--- src/rtl/usr_pkg.sv ---
// Shared constants for the universal shift register family: direction codes,
// deserializer FSM encodings and the USR shift-select codes.
package usr_pkg;

  localparam logic DIR_MSB_FIRST = 1'b0;
  localparam logic DIR_LSB_FIRST = 1'b1;

  localparam logic [0:0] ST_IDLE  = 1'b0;
  localparam logic [0:0] ST_SHIFT = 1'b1;

  localparam logic [1:0] HOLD = 2'b00;
  localparam logic [1:0] SHR  = 2'b01;
  localparam logic [1:0] SHL  = 2'b10;
  localparam logic [1:0] LOAD = 2'b11;

endpackage

--- src/rtl/usr_deserializer.sv ---
// Serial-to-parallel word assembler with MSB/LSB-first framing, a
// double-buffered output register, valid/ready handshake and sticky overrun.
module usr_deserializer
  import usr_pkg::*;
#(
  parameter int WIDTH = 4,
  parameter int CNT_W = $clog2(WIDTH + 1)
) (
  input  logic             clk,
  input  logic             rst,
  input  logic             sin,
  input  logic             sin_valid,
  input  logic             dir,
  input  logic             frame_start,
  output logic [WIDTH-1:0] pout,
  output logic             pout_valid,
  input  logic             out_ready,
  output logic             busy,
  output logic [CNT_W-1:0] bit_cnt,
  output logic             overrun
);

  logic [0:0]       state_q, state_d;
  logic [WIDTH-1:0] sreg_q, sreg_d;
  logic [CNT_W-1:0] cnt_q, cnt_d;
  logic             dir_q, dir_d;
  logic [WIDTH-1:0] pout_q, pout_d;
  logic             pout_valid_q, pout_valid_d;
  logic             overrun_q, overrun_d;

  // A word starts fresh from IDLE or whenever framing restarts it.
  logic             fresh;
  logic             eff_dir;
  logic [WIDTH-1:0] sreg_base, sreg_shifted;
  logic [CNT_W-1:0] cnt_base, cnt_inc;
  logic             complete;
  logic             accept;

  always_comb begin
    fresh        = (state_q == ST_IDLE) || frame_start;
    eff_dir      = fresh ? dir : dir_q;
    sreg_base    = fresh ? '0 : sreg_q;
    cnt_base     = fresh ? '0 : cnt_q;
    cnt_inc      = cnt_base + 1'b1;
    sreg_shifted = (eff_dir == DIR_LSB_FIRST) ? {sin, sreg_base[WIDTH-1:1]}
                                              : {sreg_base[WIDTH-2:0], sin};
    complete     = sin_valid && (cnt_inc == CNT_W'(WIDTH));
    accept       = pout_valid_q && out_ready;
  end

  always_comb begin
    state_d      = state_q;
    sreg_d       = sreg_q;
    cnt_d        = cnt_q;
    dir_d        = dir_q;
    pout_d       = pout_q;
    pout_valid_d = pout_valid_q;
    overrun_d    = overrun_q;

    if (sin_valid) begin
      sreg_d = sreg_shifted;
      if (fresh) begin
        dir_d = dir;
      end
      if (complete) begin
        state_d = ST_IDLE;
        cnt_d   = '0;
      end else begin
        state_d = ST_SHIFT;
        cnt_d   = cnt_inc;
      end
    end else if (frame_start) begin
      state_d = ST_IDLE;
      cnt_d   = '0;
      sreg_d  = '0;
    end

    // Output buffer: a completing word may replace a word being accepted
    // on the same edge; otherwise a held word blocks it and flags overrun.
    if (complete) begin
      if (!pout_valid_q || out_ready) begin
        pout_d       = sreg_shifted;
        pout_valid_d = 1'b1;
      end else begin
        overrun_d = 1'b1;
      end
    end else if (accept) begin
      pout_valid_d = 1'b0;
    end
  end

  always_ff @(posedge clk) begin
    if (rst) begin
      state_q      <= ST_IDLE;
      sreg_q       <= '0;
      cnt_q        <= '0;
      dir_q        <= DIR_MSB_FIRST;
      pout_q       <= '0;
      pout_valid_q <= 1'b0;
      overrun_q    <= 1'b0;
    end else begin
      state_q      <= state_d;
      sreg_q       <= sreg_d;
      cnt_q        <= cnt_d;
      dir_q        <= dir_d;
      pout_q       <= pout_d;
      pout_valid_q <= pout_valid_d;
      overrun_q    <= overrun_d;
    end
  end

  assign pout       = pout_q;
  assign pout_valid = pout_valid_q;
  assign busy       = (state_q == ST_SHIFT);
  assign bit_cnt    = cnt_q;
  assign overrun    = overrun_q;

endmodule

--- config.mk ---
export PLATFORM = sky130hd
export DESIGN_NAME = usr_deserializer
export DESIGN_NICKNAME = d
export VERILOG_FILES = /design/src/rtl/usr_pkg.sv /design/src/rtl/usr_deserializer.sv
export SDC_FILE = /design/constraint.sdc
export NUM_CORES = 1
export LEC_CHECK = 0
export CAP_MARGIN = 20
export CORE_ASPECT_RATIO = 0.8
export CORE_MARGIN = 2
export CORE_UTILIZATION = 50
export CTS_BUF_LIST = sky130_fd_sc_hd__clkbuf_4
export CTS_CLUSTER_SIZE = 8
export DETAILED_ROUTE_END_ITERATION = 6
export PLACE_DENSITY = 0.78
export SETUP_SLACK_MARGIN = 0.02
export SLEW_MARGIN = 25
export SYNTH_ARGS = -nofsm -noshare
export SYNTH_HDL_FRONTEND = slang
export SYNTH_SLANG_ARGS = --single-unit
--- constraint.sdc ---
create_clock -name clk -period 2.98 [get_ports clk]
set_input_delay 0.596 -clock clk [delete_from_list [all_inputs] [get_ports clk]]
set_output_delay 0.596 -clock clk [all_outputs]
set_load 0.01 [all_outputs]
==> out/metrics.cfg <==
[synthesis]
post_synth_inst_count=95
ys.warnings.count=0
syn_avg_cell_area_um2=8.75
synthesis.nets=104
yosys_register_bits=15
synth_area_um2=831
yosysSeqAreaShare_pct=36.1
yosys.cell_types.count=31

[worst_setup_path]
arrival_ns=2.46
worstSetupStartpointType=input port
path_class=input port to flip-flop
end_kind=flip-flop
crit_fanout=11
r2r.worst_path.cells=9
critical_path_rt_ns=3.18

[drt]
drc=0
avgRoutedWirePerCell_um=12.5
drt-vias-per-instance=5.34
dr.first_iter.drc_count=12
drt_first_pass_iters=4
drt-total-wl_um=1640
detail-route-antenna-nets=0
vias=705

[die]
row_count=13
io_pins=17
die_h_um=40.5
die_width_um=49.6
dieArea_um2=2010
core_area_um2=1590
initial_utilization_pct=52.1

[outcome]
status=completed

[min_path]
hold_path_cell_cnt=2
worst_hold_path_type=flip-flop to flip-flop

[grt]
overflow=0
gr-usage-all-layers_pct=19.0
grt_pass1_wl_um=2750
antenna_found_initial=0
first_global_vias=640
grt_start_max_net_pins=20

[clock_tree]
clk_transition_reported_paths_ns=0.10
tritoncts_num_sinks=15
numCtsBuffers=3
hold_buffers=0
tritoncts=done
clkLatencyLatePin_ns=0.29
cts-resized-gates=0
cts_max_path_buffers=2
clock_tree.root_cell=clkbuf_4
cts-htree-levels=1
cts_setup_buffers=0

[final_layout]
syn_to_final_growth_pct=22.6
multi_input_area_um2=465
seq_area_um2=300
share_of_cells_above_drive_strength_1_pct=12.7
antennaDiodeCount=0
final_core_util_pct=63.9
fillers=154
layout.nets=120

[run]
drv.max_cap_violation_count=0

[timing]
timing_hold_violations_final=0
final-setup-viol-count=0
layout_worst_path_cycle_share_pct=76.0
final.min_clock_period_ns=2.27
timing_worst_slew_pin_value_ns=0.629
timing.setup.tns_ns=0
fmax_mhz=441
timing.slew.headroom_pct=57.9
grt_setup_unrepaired=no
finalClockSkew_ns=0.00915
final-max-slew-violation-count=0

[power]
peak_ir_drop_on_the_vdd_network_mv=0.321
p_per_area_nw_per_um2=364
p_leak_nw=0.425

[placement]
detailed_placement_wirelength_estimate_um=1210
port_buffers=16
gpl.final_weighted_congestion=0.820

-- final cells by class --
cell class | count | share of cell area, %
Multi-Input combinational cell | 68 | 45.7
Inverter | 4 | 1.47
Clock inverter | 1 | 0.491
Clock buffer | 3 | 2.21
Sequential cell | 15 | 29.5
Tap cell | 22 | 2.70
Timing Repair Buffer | 19 | 17.9
-- worst paths after layout --
| kind | from | slack, ns | end |
|---|---|---|---|
| max | frame_start | 0.71 | pout[2]$_SDFFE_PP0P_ |
| min | overrun$_SDFFE_PP0P_ | 0.49 | overrun$_SDFFE_PP0P_ |
| max reg2reg | busy$_SDFFE_PP0P_ | 1.09 | pout[3]$_SDFFE_PP0P_ |
| min reg2reg | overrun$_SDFFE_PP0P_ | 0.49 | overrun$_SDFFE_PP0P_ |
-- Yosys cell counts --
| master | number | area [µm²] |
|---|---|---|
| o41ai_1 | 1 | 8.76 |
| clkbuf_1 | 3 | 11.3 |
| buf_1 | 1 | 3.75 |
| mux2i_1 | 7 | 70.1 |
| a21oi_1 | 10 | 50.1 |
| nand3b_1 | 2 | 15.0 |
| a211o_1 | 1 | 8.76 |
| nand3_1 | 2 | 10.0 |
| a21boi_1 | 1 | 7.51 |
| nand2b_4 | 1 | 13.8 |
| nand2_1 | 7 | 26.3 |
| and2b_2 | 1 | 8.76 |
| inv_1 | 4 | 15.0 |
| and3_2 | 1 | 7.51 |
| nand3b_4 | 1 | 20.0 |
| dfxtp_1 | 15 | 300 |
| xnor2_1 | 1 | 8.76 |
| o21ba_1 | 1 | 10.0 |
| a31oi_1 | 1 | 6.26 |
| nor3_1 | 3 | 15.0 |
| buf_2 | 1 | 5.00 |
| buf_6 | 2 | 22.5 |
| o32a_2 | 1 | 11.3 |
| nand2b_1 | 3 | 18.8 |
| nor2_1 | 12 | 45.0 |
| buf_4 | 1 | 7.51 |
| nor3b_2 | 1 | 12.5 |
| nor3b_1 | 5 | 37.5 |
| a31o_1 | 2 | 17.5 |
| ha_1 | 2 | 25.0 |
| mux2_2 | 1 | 11.3 |
-- critical path, stage by stage --
cell and delay (ns):
clkdlybuf4s50_1 0.49, and2b_2 0.23, nand2_1 0.09, inv_1 0.06, ha_1 0.25, nand3b_1 0.17
mux2i_1 0.13, buf_4 0.18, a21oi_1 0.07, a31o_1 0.18
-- flip-flops by register name (all words and copies together) (netlist names) --
name,cells
bit_cnt,3
busy,1
dir_q,1
overrun,1
pout,4
pout_valid,1
sreg_q,4
-- power breakdown --
group	switching, W	internal, W	leakage (nW)
clock network	0.0000704	0.0000499	0.0177
logic	0.0000202	0.0000219	0.286
registers	0.00000465	0.000204	0.122
-- layer usage --
| metal | GRT usage [%] | vias up | part of all wire [%] |
|---|---|---|---|
| met1 | 23.2 | 327 | 49 |
| met5 | 0 | - | 0 |
| met3 | 7.09 | 2 | 4.9 |
| li1 | - | 357 | - |
| met4 | 4.17 | 0 | 0.55 |
| met2 | 32.7 | 19 | 45 |
-- placed cells by master, fill, tap and decap left out --
master,netlist,routed
mux2_2,1,1
and3_2,1,1
a211o_1,1,1
o21ba_1,1,1
clkbuf_4,0,3
nand3_1,2,2
a31oi_1,1,1
clkinv_2,0,1
clkdlybuf4s50_1,0,16
ha_1,2,2
nor3b_1,5,5
dfxtp_1,15,15
a31o_1,2,2
nand3b_4,1,1
nand3b_1,2,2
buf_4,1,3
nor3b_2,1,1
mux2i_1,7,7
nor3_1,3,3
inv_1,4,4
o32a_2,1,1
a21boi_1,1,1
and2b_2,1,1
nand2b_1,3,3
nand2b_4,1,1
a21oi_1,10,10
xnor2_1,1,1
o41ai_1,1,1
nand2_1,7,7
nor2_1,12,12
-- cells by family (layout without fill, tap and decap cells) --
family,count (synthesis),after routing,share of synthesized area (%)
AO/OA/AOI/OAI,18,18,14.5
buffers and inverters,12,27,7.83
AND/OR/NAND/NOR,39,39,27.7
XOR/XNOR,1,1,1.05
multiplexers,8,8,9.79
adder cells (fa/ha/maj),2,2,3.01
flip-flops,15,15,36.1
-- metrics by stage --
| step | total power [W] | setup slack (ns) | area [µm²] | hold WS [ns] | cells |
|---|---|---|---|---|---|
| finish | 0.000371 | 0.714 | 1020 | 0.489 | 132 |
| global route | 0.000391 | 0.602 | 1020 | 0.507 | 132 |
| CTS | 0.000375 | 0.716 | 1020 | 0.494 | 132 |
| detailed placement | 0.000256 | 0.404 | 991 | 0.470 | 128 |
| global placement | 0.000254 | 0.467 | 991 | 0.463 | 128 |
| floorplan | 0.000240 | 0.902 | 831 | 0.505 | 95 |
Note: power is estimated with default switching activity, not from simulation.
